==> src/rtl/sensor_err_mon.sv <==
// Debounced sensor-error alarm monitor with host acknowledge and a saturating alarm-entry counter.
// Define SENSOR_ERR_MON_CNT_EN to build err_count/cnt_sat; otherwise both outputs are tied to 0.
module sensor_err_mon #(
    parameter int unsigned DEBOUNCE = 3
) (
    input  logic       clk,
    input  logic       n_rst,
    input  logic       error,
    input  logic       ack,
    output logic       alarm,
    output logic       alarm_pulse,
    output logic [7:0] err_count,
    output logic       cnt_sat
);

    localparam int unsigned QCNT_W = 4;
    localparam int unsigned CNT_W  = 8;
    localparam logic [QCNT_W-1:0] DEB_THR = QCNT_W'(DEBOUNCE);
    localparam logic [CNT_W-1:0]  CNT_MAX = {CNT_W{1'b1}};

    typedef enum logic [1:0] {
        S_IDLE  = 2'd0,
        S_QUAL  = 2'd1,
        S_ALARM = 2'd2,
        S_HOLD  = 2'd3
    } state_t;

    state_t              state;
    state_t              state_nxt;
    logic [QCNT_W-1:0]   qcnt;
    logic [QCNT_W-1:0]   qcnt_nxt;
    logic [QCNT_W-1:0]   qcnt_inc;
    logic                entry_c;

    assign qcnt_inc = qcnt + QCNT_W'(1);

    // State register; alarm outputs are flops loaded from the next state.
    always_ff @(posedge clk) begin
        if (!n_rst) begin
            state       <= S_IDLE;
            qcnt        <= '0;
            alarm       <= 1'b0;
            alarm_pulse <= 1'b0;
        end else begin
            state       <= state_nxt;
            qcnt        <= qcnt_nxt;
            alarm       <= (state_nxt == S_ALARM);
            alarm_pulse <= entry_c;
        end
    end

    // Next-state and debounce counter logic.
    always_comb begin
        state_nxt = state;
        qcnt_nxt  = qcnt;
        entry_c   = 1'b0;

        unique case (state)
            S_IDLE: begin
                qcnt_nxt = '0;
                if (error) begin
                    if (DEB_THR == QCNT_W'(1)) begin
                        state_nxt = S_ALARM;
                    end else begin
                        state_nxt = S_QUAL;
                        qcnt_nxt  = QCNT_W'(1);
                    end
                end
            end
            S_QUAL: begin
                if (!error) begin
                    state_nxt = S_IDLE;
                    qcnt_nxt  = '0;
                end else if (qcnt_inc == DEB_THR) begin
                    state_nxt = S_ALARM;
                    qcnt_nxt  = '0;
                end else begin
                    qcnt_nxt  = qcnt_inc;
                end
            end
            S_ALARM: begin
                qcnt_nxt = '0;
                if (ack) begin
                    state_nxt = error ? S_HOLD : S_IDLE;
                end
            end
            S_HOLD: begin
                qcnt_nxt = '0;
                if (!error) begin
                    state_nxt = S_IDLE;
                end
            end
            default: begin
                state_nxt = S_IDLE;
                qcnt_nxt  = '0;
            end
        endcase

        entry_c = (state_nxt == S_ALARM) && (state != S_ALARM);
    end

`ifdef SENSOR_ERR_MON_CNT_EN
    // Saturating count of ALARM entries; cnt_sat is set on the step that reaches the maximum.
    always_ff @(posedge clk) begin
        if (!n_rst) begin
            err_count <= '0;
            cnt_sat   <= 1'b0;
        end else if (entry_c && (err_count != CNT_MAX)) begin
            err_count <= err_count + CNT_W'(1);
            cnt_sat   <= (err_count == (CNT_MAX - CNT_W'(1)));
        end
    end
`else
    assign err_count = '0;
    assign cnt_sat   = 1'b0;
`endif

endmodule
==> config.mk <==
export PLATFORM = sky130hd
export DESIGN_NAME = sensor_err_mon
export DESIGN_NICKNAME = d
export VERILOG_FILES = /design/src/rtl/sensor_err_mon.sv
export SDC_FILE = /design/constraint.sdc
export NUM_CORES = 1
export LEC_CHECK = 0
export BUFFER_PORTS_ARGS = -buffer_cell sky130_fd_sc_hd__buf_2
export CORE_MARGIN = 8
export CORE_UTILIZATION = 30
export DETAILED_ROUTE_END_ITERATION = 10
export SYNTH_ARGS = -nofsm -noshare
export SYNTH_HDL_FRONTEND = slang
export SYNTH_SLANG_ARGS = --single-unit
==> constraint.sdc <==
create_clock -name clk -period 1.22 [get_ports clk]
set_input_delay 0 -clock clk [delete_from_list [all_inputs] [get_ports clk]]
set_output_delay 0 -clock clk [all_outputs]
set_load 0.02 [all_outputs]
==> results.md, run 1 <==
* I/O pin count at 15
* Worst Path Arrival at 1.38 ns
* DRC violations left at 0
* Cts bufs inserted at 3
* Largest stage delay, worst path at 0.36 ns
* Area of the mapped netlist at 447 um^2
* Failing checks: negative setup slack
* Initial Utilization at 0.307
* CP cell instances: ha_4 > nor4b_4 > a31oi_4 > o31a_1
* I/O Buffers at 5
* Max-slew violation total from the final report at 0
* N_diodes at 0
* Antenna violations before repair at 0
* Grt ovf at 0
* Slowest-stage cell, CP: dfxtp_4
* Synth unique cells at 22
* Clock buffer depth at 2
* Fmax at 804 MHz
* Worst path top cell family by delay: flip-flops
* DRT iter0 DRCs at 3
* Area Growth Syn to Fin at 25.8%
* Final min period at 1.24 ns
* Pleak at 0.222 nW
* Setup Slack @ Placement at -0.0945 ns
* Synth warnings at 0
* Hold Slack at 0.0338 ns
* Clock Skews at 0.00369 ns
* Die Y at 54.6 um
* Setup CP Type: register to register
* CP Max Fanout at 6
* Drt wl/cell at 10.3 um
* Worst skew pair latency at 0.25 ns
* Status: complete, but fails checks
* Share of layout cells above drive strength 1 at 0.362
* Worst Path Required at 1.36 ns
* CP endpoint kind: register
* Crit start category: register
* Final #Nets at 66
* Fin worst setup slack at -0.0234 ns
* Detailed Route WL at 765 um
* Placer congestion estimate at 0.603
* Fin. Hold Viols at 0
* H-tree levels at 1
* Num Clock Sinks at 8
* Total die area at 0.00298 mm^2
* Mapped Cells at 47
* Cell row count at 14
* Vias in the first global route at 319
* Drt first pass iters at 4
* Fin crit share at 1.02
* Total track usage at 0.0603
* Clock slew at reported path FFs at 0.05 ns
* Via count at 308
* Sequential area share after synthesis at 0.359
* First-pass GRT wire length at 1.30 mm
* Max cap viols at 0
* Vias per Instance at 4.16
* Number of fill cells at 153
* Unrepaired setup endpoints after global routing: yes
* Avg Synthesized Cell Area at 9.50 um^2
* Root Driver: clkbuf_4
* CTS tree: yes
* Largest net degree at the start of global routing at 7
* Placeable Area at 0.00145 mm^2
* Power Density at 965 mW/mm^2
* Setup violators final at 1
* FF+latch count, synth at 8
* Critical path buffers and inverters at 0
* CTS hold repair buffers at 0
* Maximum VDD drop at 0.590 mV
* Worst Hold Class: input pin to register
* Final antenna-violating net count at 0
* Chip width at 54.6 um
* DP HPWL at 602 um
[area by class of cell]
class / count / area (um^2) / share of cell area
clock buffers: 3 / 22.5 / 0.0401
flip-flops and latches: 8 / 168 / 0.298
inverters: 2 / 10.0 / 0.0178
repair buffers: 9 / 62.6 / 0.111
multi-input cells: 36 / 279 / 0.497
well taps: 16 / 20.0 / 0.0356
[cells in the mapped netlist (all sizes together)]
| cell type | number | area, um^2 |
|---|---|---|
| a21oi | 1 | 5.00 |
| and3 | 1 | 7.51 |
| nor3b | 1 | 12.5 |
| nand3b | 2 | 15.0 |
| inv | 2 | 7.51 |
| o2bb2ai | 1 | 8.76 |
| ha | 2 | 25.0 |
| nor4b | 1 | 15.0 |
| o31a | 1 | 8.76 |
| xor2 | 1 | 8.76 |
| o211ai | 1 | 7.51 |
| a31oi | 1 | 21.3 |
| xnor2 | 1 | 8.76 |
| nand2 | 1 | 3.75 |
| or2 | 1 | 6.26 |
| buf | 9 | 67.6 |
| a21bo | 1 | 10.0 |
| o21ai | 2 | 10.0 |
| nand3 | 3 | 15.0 |
| nor2 | 5 | 18.8 |
| conb | 1 | 3.75 |
| dfxtp | 8 | 160 |
[per-stage QoR]
stage | cell area [um^2] | setup TNS, ns | util | std cells | total power [mW]
6_report | 562 | -0.0234 | 0.386 | 74 | 0.542
4_1_cts | 556 | -0.0739 | 0.382 | 74 | 0.557
3_3_place_gp | 497 | -0.172 | 0.342 | 71 | 0.342
3_5_place_dp | 497 | -0.267 | 0.342 | 71 | 0.343
5_1_grt | 562 | -0.141 | 0.386 | 74 | 0.583
2_1_floorplan | 489 | -0.0174 | - | 55 | 0.344
[worst paths after layout]
kind | startpoint | to | slack [ns] | depth (start not counted)
setup reg to reg | qcnt[1] | state[0] | -0.02 | 4
hold / removal | error | state[1] | 0.03 | 3
setup / recovery | qcnt[1] | state[0] | -0.02 | 4
hold reg to reg | state[0] | qcnt[0] | 0.48 | 1
[cells by family (layout without fill, tap and decap cells)]
| group | Yosys count | after routing | share of synthesized area |
|---|---|---|---|
| buffers and inverters | 11 | 14 | 0.168 |
| XOR/XNOR | 2 | 2 | 0.0392 |
| adder cells (fa/ha/maj) | 2 | 2 | 0.0560 |
| other | 1 | 9 | 0.00840 |
| AO/OA/AOI/OAI | 8 | 8 | 0.160 |
| flip-flops | 8 | 8 | 0.359 |
| AND/OR/NAND/NOR | 15 | 15 | 0.210 |
[metal layers]
metal | global-route usage | vias up | share of wire
met4 | 0.0615 | 0 | 0
li1 | - | 166 | -
met2 | 0.0868 | 9 | 0.47
met5 | 0 | - | 0
met3 | 0.0190 | 0 | 0.092
met1 | 0.0668 | 133 | 0.44
[sequential cells by signal, summed over array words and instances, names as in the netlist]
name and count:
qcnt 4, state 2, alarm 1, alarm_pulse 1
[cell usage in the layout (no fill, tap or decap), drive strengths merged, types with 2 or more instances in the layout]
master,synthesis,routed
nor2,5,5
o21ai,2,2
dfxtp,8,8
buf,9,9
ha,2,2
nand3b,2,2
nand3,3,3
inv,2,2
clkbuf,0,3
conb,1,9
[power by group]
group / switching (mW) / leakage, nW / internal [mW]
registers: 0.00867 / 0.0664 / 0.266
clock network: 0.0828 / 0.0138 / 0.112
logic: 0.0466 / 0.141 / 0.0261
total: 0.138 / 0.222 / 0.404
[worst min-delay path, stage by stage]
cell and delay [ns]:
buf_2 0.12, nand3_1 0.06, o21ai_1 0.05
[timing repair]
item,CTS,global route
pin swaps,4,2
setup endpoints to repair,6,5
gates resized for setup,9,2
buffers inserted,1,0
Note: power is estimated with default switching activity, not from simulation.
==> run 2, diff against run 1 <==
--- a/config.mk
+++ b/config.mk
@@ -6,9 +6,9 @@
 export NUM_CORES = 1
 export LEC_CHECK = 0
 export BUFFER_PORTS_ARGS = -buffer_cell sky130_fd_sc_hd__buf_2
-export CORE_MARGIN = 8
-export CORE_UTILIZATION = 30
+export CORE_AREA = 8 8 45 47
 export DETAILED_ROUTE_END_ITERATION = 10
+export DIE_AREA = 0 0 53 55
 export SYNTH_ARGS = -nofsm -noshare
 export SYNTH_HDL_FRONTEND = slang
 export SYNTH_SLANG_ARGS = --single-unit
==> results.md, run 2 (same netlist as run 1, synthesis figures left out) <==
* Detailed Route WL at 812 um
* Max cap viols at 0
* Most common cell after layout, fill and taps aside: conb_1
* Worst Path Required at 1.36 ns
* Chip width at 53 um
* Crit start category: register
* Top reg by flops: qcnt
* Num Clock Sinks at 8
* Setup CP Type: register to register
* Post-Route Setup TNS at -0.0783 ns
* Clock Skews at 0.00840 ns
* Setup Slack @ Placement at -0.0782 ns
* Top flop regs: qcnt x4, state x2
* CTS hold repair buffers at 0
* CP Max Fanout at 6
* Vias in the first global route at 328
* Cell row count at 14
* Area Growth Syn to Fin at 21.8%
* Largest net degree at the start of global routing at 7
* CTS tree: yes
* Fmax at 787 MHz
* Via count at 337
* Pleak at 0.223 nW
* Max-slew violation total from the final report at 0
* Most frequent cells in the layout: 9 x conb_1, 6 x dfxtp_1, 5 x nor2_1, 5 x buf_2, 5 x buf_4
* Unrepaired setup endpoints after global routing: yes
* Setup violators final at 2
* Status: complete, but fails checks
* First-pass GRT wire length at 1.34 mm
* Hold Slack at 0.0446 ns
* Root Driver: clkbuf_4
* Worst Path Arrival at 1.41 ns
* DRT iter0 DRCs at 9
* I/O Buffers at 5
* Antenna violations before repair at 0
* Final min period at 1.27 ns
* Power Density at 1020 mW/mm^2
* Total die area at 0.00292 mm^2
* Drt first pass iters at 2
* Fin worst setup slack at -0.0501 ns
* Cts bufs inserted at 3
* Worst Hold Class: input pin to register
* Final antenna-violating net count at 0
* Grt ovf at 0
* Initial Utilization at 0.323
* Placer congestion estimate at 0.765
* Failing checks: negative setup slack
* Worst skew pair latency at 0.26 ns
* N_diodes at 0
* Max FFs per register at 4
* Fin crit share at 1.04
* Drt wl/cell at 10.8 um
* Fin. Hold Viols at 0
* CP endpoint kind: register
* Vias per Instance at 4.49
* Clock slew at reported path FFs at 0.06 ns
* Clock buffer depth at 2
* Flop2flop setup slack at -0.05 ns
* Die Y at 55 um
* Final #Nets at 67
* Total track usage at 0.0642
* DRC violations left at 0
* DP HPWL at 590 um
* Maximum VDD drop at 0.607 mV
* Total Power at 0.554 mW
* H-tree levels at 1
* I/O pin count at 15
* Share of layout cells above drive strength 1 at 0.373
* Placeable Area at 0.00138 mm^2
[run 2: changes by cell type in the layout (fill, tap and decap cells not counted), sizes merged]
cell,change
buf,+1
[run 2: critical path, cell delays in order (launching register included)]
cell and delay, ns:
dfxtp_2 0.33, ha_2 0.21, nor4b_4 0.27, a31oi_4 0.09
o31a_1 0.25
[run 2: metal layers]
layer | share of wire | wire [um] | GRT usage | up-vias
met4 | 0.036 | 29 | 0.0776 | 0
met1 | 0.46 | 374 | 0.0691 | 155
met2 | 0.45 | 363 | 0.0938 | 10
met3 | 0.057 | 46 | 0.0160 | 3
met5 | 0 | 0 | 0 | -
li1 | - | - | - | 169
[run 2: final timing paths]
path / startpoint / endpoint / depth (start not counted)
max: qcnt[0] / state[0] / 4
min: error / state[1] / 3
max reg2reg: qcnt[0] / state[0] / 4
min reg2reg: state[0] / qcnt[0] / 1
[run 2: through the flow]
step	std cells	area (um^2)	util
2_1_floorplan	55	489	-
6_report	75	544	0.393
3_5_place_dp	71	497	0.359
4_1_cts	75	533	0.385
5_1_grt	75	544	0.393
3_3_place_gp	71	497	0.359
[run 2: where the power goes]
part | switching (mW) | internal, mW | leakage [nW]
combinational | 0.0479 | 0.0267 | 0.143
clock | 0.0930 | 0.113 | 0.0138
sequential | 0.00591 | 0.268 | 0.0657
total | 0.147 | 0.407 | 0.223
[run 2: what timing repair did]
item | CTS | global route
pin swaps | 3 | 0
endpoints found under the setup margin | 6 | 6
gates resized for setup | 3 | 2
setup buffers | 1 | 0
[run 2: final cells by class]
cell class | instances | area, um^2
fill | 144 | 840
multi-input combinational | 36 | 269
sequential | 8 | 163
timing repair buffer | 10 | 62.6
clock buffer | 3 | 22.5
tap | 16 | 20.0
inverter | 2 | 7.51
